--- src/rtl/game_text_render.sv ---
`timescale 1ns/1ps
// game_text_render
// Overlays a 16x4 character text box (8x16 px glyphs) onto a VGA pixel stream.
// Stage 0 turns the beam position into a text-ROM index, the text ROM answers
// one clock later with a character code, the font ROM answers one clock after
// that with a glyph row, and the composited colour is registered at T+4.
// All VGA timing and count signals travel through a matching 4-deep delay line.
// The highlighted-row selection is sampled only at the start of a frame, so a
// frame is always drawn with a single, consistent highlight.

module game_text_render #(
  parameter logic [10:0] XPOS   = 11'd400,
  parameter logic [10:0] YPOS   = 11'd300,
  parameter logic [11:0] FG_RGB = 12'hFFF,
  parameter logic [11:0] BG_RGB = 12'h000
) (
  input  logic        clk,
  input  logic        rst,
  input  logic [10:0] vcount_in,
  input  logic [10:0] hcount_in,
  input  logic        vsync_in,
  input  logic        hsync_in,
  input  logic        vblnk_in,
  input  logic        hblnk_in,
  input  logic [11:0] rgb_in,
  input  logic [1:0]  sel_row,
  input  logic        sel_en,
  output logic [7:0]  char_xy,
  input  logic [6:0]  char_code,
  output logic [10:0] font_addr,
  input  logic [7:0]  char_pixels,
  output logic [10:0] vcount_out,
  output logic [10:0] hcount_out,
  output logic        vsync_out,
  output logic        hsync_out,
  output logic        vblnk_out,
  output logic        hblnk_out,
  output logic [11:0] rgb_out
);

  // Box geometry in pixels; compared at 12 bits so XPOS+128 / YPOS+64 never wrap.
  localparam logic [11:0] BOX_W = 12'd128;
  localparam logic [11:0] BOX_H = 12'd64;
  localparam int          DEPTH = 4;

  // One beam sample: everything that is passed through with a fixed delay.
  typedef struct packed {
    logic [10:0] vcount;
    logic [10:0] hcount;
    logic        vsync;
    logic        hsync;
    logic        vblnk;
    logic        hblnk;
    logic [11:0] rgb;
  } beam_t;

  localparam beam_t BEAM_ZERO = beam_t'({$bits(beam_t){1'b0}});

  // Stage-0 (combinational) signals
  beam_t       beam_in;
  logic [10:0] rx;
  logic [10:0] ry;
  logic [11:0] h_ext;
  logic [11:0] v_ext;
  logic [11:0] xpos_ext;
  logic [11:0] ypos_ext;
  logic        in_box;
  logic        hl;
  logic        frame_start;
  logic [7:0]  char_xy_next;

  // Frame-latched highlight selection
  logic [1:0]  sel_row_lat;
  logic        sel_en_lat;

  // Delay line for the beam sample; beam_d[0] is T+1, beam_d[3] is T+4
  beam_t       beam_d [DEPTH];

  // Side-band pipeline that follows the pixel through the ROM lookups
  logic [2:0]  rx_lo_d1;
  logic [2:0]  rx_lo_d2;
  logic [2:0]  rx_lo_d3;
  logic [3:0]  ry_lo_d1;
  logic [3:0]  ry_lo_d2;
  logic        in_box_d1;
  logic        in_box_d2;
  logic        in_box_d3;
  logic        hl_d1;
  logic        hl_d2;
  logic        hl_d3;

  // Stage-3 compositing signals
  logic        pix;
  logic        blank_d3;
  logic [11:0] fg_col;
  logic [11:0] bg_col;
  logic [11:0] rgb_next;

  // Bits of the wide relative coordinates and the last delay stage colour are not needed
  logic        unused_bits;

  // Bundle the incoming beam sample so the delay line moves it as one word.
  always_comb begin
    beam_in        = BEAM_ZERO;
    beam_in.vcount = vcount_in;
    beam_in.hcount = hcount_in;
    beam_in.vsync  = vsync_in;
    beam_in.hsync  = hsync_in;
    beam_in.vblnk  = vblnk_in;
    beam_in.hblnk  = hblnk_in;
    beam_in.rgb    = rgb_in;
  end

  // Stage 0: box-relative position, box membership and the text-ROM index.
  always_comb begin
    rx           = hcount_in - XPOS;
    ry           = vcount_in - YPOS;
    h_ext        = {1'b0, hcount_in};
    v_ext        = {1'b0, vcount_in};
    xpos_ext     = {1'b0, XPOS};
    ypos_ext     = {1'b0, YPOS};
    in_box       = (h_ext >= xpos_ext) && (h_ext < (xpos_ext + BOX_W)) &&
                   (v_ext >= ypos_ext) && (v_ext < (ypos_ext + BOX_H));
    char_xy_next = {2'b00, ry[5:4], rx[6:3]};
    frame_start  = (vcount_in == 11'd0) && (hcount_in == 11'd0);
  end

  // Stage 0: a row is highlighted when enabled and its index matches the frame's selection.
  always_comb begin
    if (sel_en_lat && (ry[5:4] == sel_row_lat)) begin
      hl = 1'b1;
    end else begin
      hl = 1'b0;
    end
  end

  // Sample the highlight selection once per frame at beam position (0,0).
  always_ff @(posedge clk or posedge rst) begin
    if (rst) begin
      sel_row_lat <= 2'b00;
      sel_en_lat  <= 1'b0;
    end else if (frame_start) begin
      sel_row_lat <= sel_row;
      sel_en_lat  <= sel_en;
    end else begin
      sel_row_lat <= sel_row_lat;
      sel_en_lat  <= sel_en_lat;
    end
  end

  // Text-ROM index; held outside the box because the ROM answer is discarded there anyway.
  always_ff @(posedge clk or posedge rst) begin
    if (rst) begin
      char_xy <= 8'h00;
    end else if (in_box) begin
      char_xy <= char_xy_next;
    end else begin
      char_xy <= char_xy;
    end
  end

  // Fixed 4-clock delay line for counts, syncs, blanks and upstream colour.
  always_ff @(posedge clk or posedge rst) begin
    if (rst) begin
      for (int i = 0; i < DEPTH; i++) begin
        beam_d[i] <= BEAM_ZERO;
      end
    end else begin
      beam_d[0] <= beam_in;
      for (int i = 1; i < DEPTH; i++) begin
        beam_d[i] <= beam_d[i-1];
      end
    end
  end

  // Side-band delay: glyph column/line, box flag and highlight flag follow the ROM latency.
  always_ff @(posedge clk or posedge rst) begin
    if (rst) begin
      rx_lo_d1  <= 3'd0;
      rx_lo_d2  <= 3'd0;
      rx_lo_d3  <= 3'd0;
      ry_lo_d1  <= 4'd0;
      ry_lo_d2  <= 4'd0;
      in_box_d1 <= 1'b0;
      in_box_d2 <= 1'b0;
      in_box_d3 <= 1'b0;
      hl_d1     <= 1'b0;
      hl_d2     <= 1'b0;
      hl_d3     <= 1'b0;
    end else begin
      rx_lo_d1  <= rx[2:0];
      rx_lo_d2  <= rx_lo_d1;
      rx_lo_d3  <= rx_lo_d2;
      ry_lo_d1  <= ry[3:0];
      ry_lo_d2  <= ry_lo_d1;
      in_box_d1 <= in_box;
      in_box_d2 <= in_box_d1;
      in_box_d3 <= in_box_d2;
      hl_d1     <= hl;
      hl_d2     <= hl_d1;
      hl_d3     <= hl_d2;
    end
  end

  // Font ROM address is formed directly from the text-ROM data, no extra register.
  assign font_addr = {char_code, ry_lo_d2};

  // Stage 3: pick the glyph pixel (MSB is leftmost) and swap colours on the highlighted row.
  always_comb begin
    pix      = char_pixels[3'd7 - rx_lo_d3];
    blank_d3 = beam_d[2].vblnk | beam_d[2].hblnk;
    if (hl_d3) begin
      fg_col = BG_RGB;
      bg_col = FG_RGB;
    end else begin
      fg_col = FG_RGB;
      bg_col = BG_RGB;
    end
  end

  // Stage 3: blanking forces black, outside the box the upstream colour passes through.
  always_comb begin
    if (blank_d3) begin
      rgb_next = 12'h000;
    end else if (!in_box_d3) begin
      rgb_next = beam_d[2].rgb;
    end else if (pix) begin
      rgb_next = fg_col;
    end else begin
      rgb_next = bg_col;
    end
  end

  // Composited colour register, aligned with the last delay-line stage.
  always_ff @(posedge clk or posedge rst) begin
    if (rst) begin
      rgb_out <= 12'h000;
    end else begin
      rgb_out <= rgb_next;
    end
  end

  assign vcount_out = beam_d[DEPTH-1].vcount;
  assign hcount_out = beam_d[DEPTH-1].hcount;
  assign vsync_out  = beam_d[DEPTH-1].vsync;
  assign hsync_out  = beam_d[DEPTH-1].hsync;
  assign vblnk_out  = beam_d[DEPTH-1].vblnk;
  assign hblnk_out  = beam_d[DEPTH-1].hblnk;

  assign unused_bits = &{1'b0, rx[10:7], ry[10:6], beam_d[DEPTH-1].rgb};

endmodule

--- config.mk ---
export PLATFORM = sky130hd
export DESIGN_NAME = game_text_render
export DESIGN_NICKNAME = d
export VERILOG_FILES = /design/src/rtl/game_text_render.sv
export SDC_FILE = /design/constraint.sdc
export NUM_CORES = 1
export LEC_CHECK = 0
export CAP_MARGIN = 20
export CORE_UTILIZATION = 30
export DETAILED_ROUTE_END_ITERATION = 6
export SETUP_SLACK_MARGIN = 0.2
export SYNTH_ARGS = -nofsm -noshare
export SYNTH_HDL_FRONTEND = slang
export SYNTH_SLANG_ARGS = --single-unit
--- constraint.sdc ---
create_clock -name clk -period 6.4 [get_ports clk]
set_clock_uncertainty 0.1 [all_clocks]
set_input_delay 0.96 -clock clk [delete_from_list [all_inputs] [get_ports clk]]
set_output_delay 0.96 -clock clk [all_outputs]
set_load 0.1 [all_outputs]
# [Word-level counts from Yosys, hierarchy flattened]
# Cells that the tools add are included.
[classes] n_addsub=3 n_eq_ne=1 reduce_logical=7 magnitude_cmp=5 muxes=8 bitwise_logic=1
[op_table] operator="12-bit 2-to-1 mux" n=5
[op_table] operator="11-bit by 9-bit >= comparator with 1-bit output (second input constant)" n=2
[op_table] operator="11-bit zero test" n=2
[op_table] operator="11-bit by 10-bit less-than comparator with 1-bit output (second input constant)" n=1
[op_table] operator="11-bit by 9-bit less-than comparator with 1-bit output (second input constant)" n=1
[op_table] operator="7-bit by 5-bit subtractor with 7-bit output (second input constant)" n=1
[op_table] operator="6-bit subtractor (second input constant)" n=1
[op_table] operator="1-bit logical AND" n=5
[op_table] operator="3-bit by 4-bit less-than comparator with 1-bit output (second input constant)" n=1
[op_table] operator="1-bit binary-select mux with 3-bit select" n=1
[op_table] operator="3-bit subtractor (first input constant)" n=1
[op_table] operator="2-bit equality test" n=1
[op_table] operator="1-bit 2-to-1 mux" n=2
[op_table] operator="1-bit OR" n=1
[word_totals] out_inout_bits=57 ff_bits=184 wordCells=67

# [Depth between registers and ports, before layout]
[logic_depth] depth_word=6 depth_mapped=6 ltp_nobuf=6

# [Worst setup path before layout]
# No wires, ideal clock.
[synth_path] path_type="input port to flip-flop" start="in hcount_in[4]" end="reg char_xy[0]" setup_ns=0.125 setup_slack_ns=3.853 arrival_time_ns=2.322 path_stages=5 t_required_ns=6.175 path_cell_list="or3_1 > o31a_1 > a211oi_4 > o311ai_4 > mux2_4"
[synth_between] elab_chain_len=4
[synth_lines] element="start: declaration" line_no="20" text="input logic [10:0] hcount_in,"
[synth_lines] element="11-bit by 9-bit >= comparator with 1-bit output / 11-bit by 10-bit less-than comparator with 1-bit output (equally long branches)" line_no="122" text="in_box = (h_ext >= xpos_ext) && (h_ext < (xpos_ext + BOX_W)) &&"
[synth_lines] element="1-bit logical AND (*) (2 in series)" line_no="122"
[synth_lines] element="1-bit logical AND (*)" line_no="123" text="(v_ext >= ypos_ext) && (v_ext < (ypos_ext + BOX_H));"
[synth_lines] element="end signal: assignment" line_no="156" text="char_xy <= char_xy_next;"
[synth_lines] element="end signal: assignment" line_no="158" text="char_xy <= char_xy;"
[synth_lines] element="end: declaration" line_no="28" text="output logic [7:0] char_xy,"
# Mark *: on every way between the ends. The rest lies on a longest branch, timed or not.
# A chain may end at the register's enable or synchronous reset.

# [Final worst setup path]
[layout_path] start="reg char_xy[3]" end="out char_xy[3]"
# No word-level cell between the ends.

==> metrics list <==
- For the worst setup path, the data required time is 5340 ps.
- After synthesis, the share of flip-flops with an asynchronous set or reset is 1.00.
* Total Nets Final: 437
- The worst setup path is launched from a flop.
- Crit path kind: flop to output pin
- Startpoint of the most critical register-to-register path: rx_lo_d3[0]
- The final route contains 2321 vias.
- R2R cell count: 5
* Number of sinks handled by clock tree synthesis: 171
* Final setup violation count: 0
- The first TritonRoute pass finished after 4 iterations.
- Remaining antenna violation count: 0
- Flop pwr share: 0.468
* Max Cap Violations: 0
* Largest driver fanout on the critical path: 2
- Resized cells post-CTS: 0
* Post-Route Setup TNS: 0 ps
- Ranking of synthesized cells by area: sky130_fd_sc_hd__dfrtp_1 83%, sky130_fd_sc_hd__buf_4 4.8%, sky130_fd_sc_hd__nor2_1 2.1%
* Final cycle utilization of the critical path: 0.472
- The congestion estimate from routability-driven global placement came to 0.734.
- Global-route wire length before repair: 13300 um
- Count of flip-flops with a built-in enable after synthesis: 0
- Relative slew margins: 0.312
- Of the total power, the share spent switching nets is 0.280.
- Timing analysis after detailed placement gives a worst setup slack of 3020 ps.
* Internal power: 0.00179 W
- Counting both buffers and inverters, the worst setup path holds a total of 1.
* Max incr delay on CP: 1180 ps
- Minimum period implied by the final worst setup slack: 3020 ps
- Min-delay worst type: flop to flop
* Core outline area: 16600 um2
- Net load switching power: 0.000698 W
- Setup Fix Bufs, Post-CTS: 0
* Final number of hold-violating endpoints: 0
- CP max-delay cell: sky130_fd_sc_hd__clkdlybuf4s50_1
- Initial core utilization: 0.309
- Final critical-path setup slack: 3380 ps
* Cell Chain, Critical Path: clkdlybuf4s50_1
- Cell type with the largest total area after synthesis: sky130_fd_sc_hd__dfrtp_1
- In this run the core area contains 47 standard-cell rows.
- The share of the Yosys chip area taken by registers is 0.833.
- Avg Cell Area, Syn: 17.8 um2
- Crit path arrival time: 1960 ps
- sky130_fd_sc_hd__dfrtp_1 is the most common cell in the netlist.
- 115 I/O pins were placed.
* Worst hold start: beam_d[78]
- Post-synth cell types: 33
- Most frequent cells after synthesis: 171 x sky130_fd_sc_hd__dfrtp_1, 33 x sky130_fd_sc_hd__buf_4, 29 x sky130_fd_sc_hd__nor2_1
- STA classifies the critical path endpoint as an output pin.
- For this run, the number of Yosys warnings is 0.
- Buffers added on ports: 98
* Gate power share: 0.138
- Clk buf depth: 2
- Cell chosen for the clock root: sky130_fd_sc_hd__clkbuf_16
- Diode insertion count for antenna repair: 0
* Dominant synthesized flop cell: sky130_fd_sc_hd__dfrtp_1
- In this run the number of cells on the critical path is 1.
* CTS tree: done
* Filler cell count: 1490
- Setup repair after global routing missed its margin: false
* Leakage power summed over all cells: 3.02 nW
* Post-CTS Hold Buffers: 0
- After the first detailed-routing iteration, the DRC count stood at 102.
- Counting flops and latches in the post-synthesis netlist gives 171.
- The floorplan step set the die height to 133 um.
- The final count of pins violating max slew was 0.
- Broken down by cell family, the worst path's largest delay share belongs to buffers and inverters.
- In the final routed layout, each cell accounts on average for 13.4 um.
- The share of total power dissipated in the clock network is 0.394.
- The die is 133 um wide.
- Clk pin slew, worst setup/hold paths: 70 ps
* Timing startpoint of the critical path: char_xy[3]
- Summing all multi-input logic gate instances after layout gives 577 um2.
* Final Routed Wirelength: 8120 um
* Run status: complete, no violations
- Num CTS Buffers: 17
- The HPWL after detailed placement is 5500 um.
- Via density per instance: 3.82
* Top-area cell type share of the netlist area: 0.833
- After synthesis the cells add up to 5140 um2.
- The number of global-route vias before repair is 2474.
* Drt drc: 0
- Derived from the worst setup path, the maximum achievable clock frequency is 0.331 GHz.
* Worst hold path depth: 0
* Share of cells above drive strength 1: 0.121
- Global-route usage over all layers: 0.104
- Number of H-tree levels: 4
- Clock network latency to the later pin of the worst-skew pair: 420 ps
- The number of antenna violations at the first check in global routing was 0.
- Floorplan die area: 17700 um2
- For the pin with the worst max-slew slack, the measured transition is 1030 ps.
- Entering global routing, the biggest net connects 113 pins.
- Peak supply drop: 0.179 mV
- Register cell area after layout: 4280 um2
- In this run the power density over the cells is 368 nW/um2.
- Relative to the synthesized area, the layout overhead comes to 31.5%.
* Aggregate global routing overflow: 0
* Synth Instances: 289
## cell usage in the layout (no fill, tap or decap), types with 2 or more instances in the layout
master / Yosys / routed
sky130_fd_sc_hd__dfrtp_1: 171 / 171
sky130_fd_sc_hd__clkdlybuf4s50_1: 0 / 98
sky130_fd_sc_hd__nor2_1: 29 / 29
sky130_fd_sc_hd__clkbuf_16: 0 / 17
sky130_fd_sc_hd__inv_1: 8 / 7
sky130_fd_sc_hd__ha_1: 5 / 5
sky130_fd_sc_hd__xor2_1: 4 / 4
sky130_fd_sc_hd__mux2_4: 4 / 4
sky130_fd_sc_hd__inv_8: 0 / 4
sky130_fd_sc_hd__mux2i_1: 3 / 3
sky130_fd_sc_hd__nand2_1: 3 / 3
sky130_fd_sc_hd__mux2_2: 3 / 3
sky130_fd_sc_hd__clkinvlp_4: 0 / 3
sky130_fd_sc_hd__mux4_2: 2 / 2
sky130_fd_sc_hd__nand3_1: 2 / 2
sky130_fd_sc_hd__xnor2_1: 2 / 2
sky130_fd_sc_hd__inv_6: 0 / 2
sky130_fd_sc_hd__conb_1: 1 / 2
sky130_fd_sc_hd__clkinv_4: 0 / 2
sky130_fd_sc_hd__clkinv_2: 0 / 2
## per-layer routing
metal | GRT usage | wire length (um) | share of wire
met5 | 0 | 0 | 0
met2 | 0.160 | 4220 | 0.52
met3 | 0.0379 | 412 | 0.051
met1 | 0.120 | 3190 | 0.39
met4 | 0.0728 | 300 | 0.037
## cells by family (layout without fill, tap and decap cells)
family / after synthesis / after routing / share of synthesized area
flip-flops: 171 / 171 / 0.833
buffers and inverters: 43 / 140 / 0.0558
AND/OR/NAND/NOR: 42 / 42 / 0.0363
multiplexers: 12 / 12 / 0.0329
AO/OA/AOI/OAI: 9 / 9 / 0.0192
XOR/XNOR: 6 / 6 / 0.0102
adder cells (fa/ha/maj): 5 / 5 / 0.0122
other: 1 / 2 / 0.000730
## stage by stage
stage	total power (W)	cells	util	hold WS [ps]	area, um2
after CTS	0.00253	606	0.404	249	6730
after detailed placement	0.00153	574	0.370	235	6150
after global routing	0.00258	607	0.406	250	6760
after global placement	0.00153	574	0.370	231	6150
final	0.00249	607	0.406	247	6760
after floorplan	0.00145	290	-	231	5140
## flip-flops by register name, summed over array words and instances (netlist names), 2 cells and up
name,cells
beam_d,104
char_xy,6
hcount_out,11
rgb_out,12
rx_lo_d1,2
rx_lo_d2,2
rx_lo_d3,2
ry_lo_d1,4
ry_lo_d2,4
sel_row_lat,2
vcount_out,11
## final timing paths
path	end	slack (ps)
min in group asynchronous	beam_d[53]	710
max	char_xy[3]	3380
min	beam_d[40]	250
max in group asynchronous	beam_d[60]	4120
max reg2reg	rgb_out[4]	4170
min reg2reg	beam_d[40]	250
## power by group through the flow
stage / Combinational (W) / Sequential, W / Clock, W
5_1_grt: 0.000359 / 0.00117 / 0.00105
6_report: 0.000344 / 0.00116 / 0.000980
4_1_cts: 0.000347 / 0.00117 / 0.00102
3_3_place_gp: 0.000344 / 0.00118 / 0
3_5_place_dp: 0.000347 / 0.00118 / 0
2_1_floorplan: 0.000146 / 0.00131 / 0
## area by class of cell
| type | instances | area share |
|---|---|---|
| flip-flops and latches | 171 | 0.633 |
| repair buffers | 100 | 0.150 |
| multi-input cells | 76 | 0.0853 |
| clock buffers | 19 | 0.0655 |
| well taps | 220 | 0.0407 |
| clock inverters | 13 | 0.0198 |
| inverters | 8 | 0.00518 |
Power figures use the tool's default switching activity.
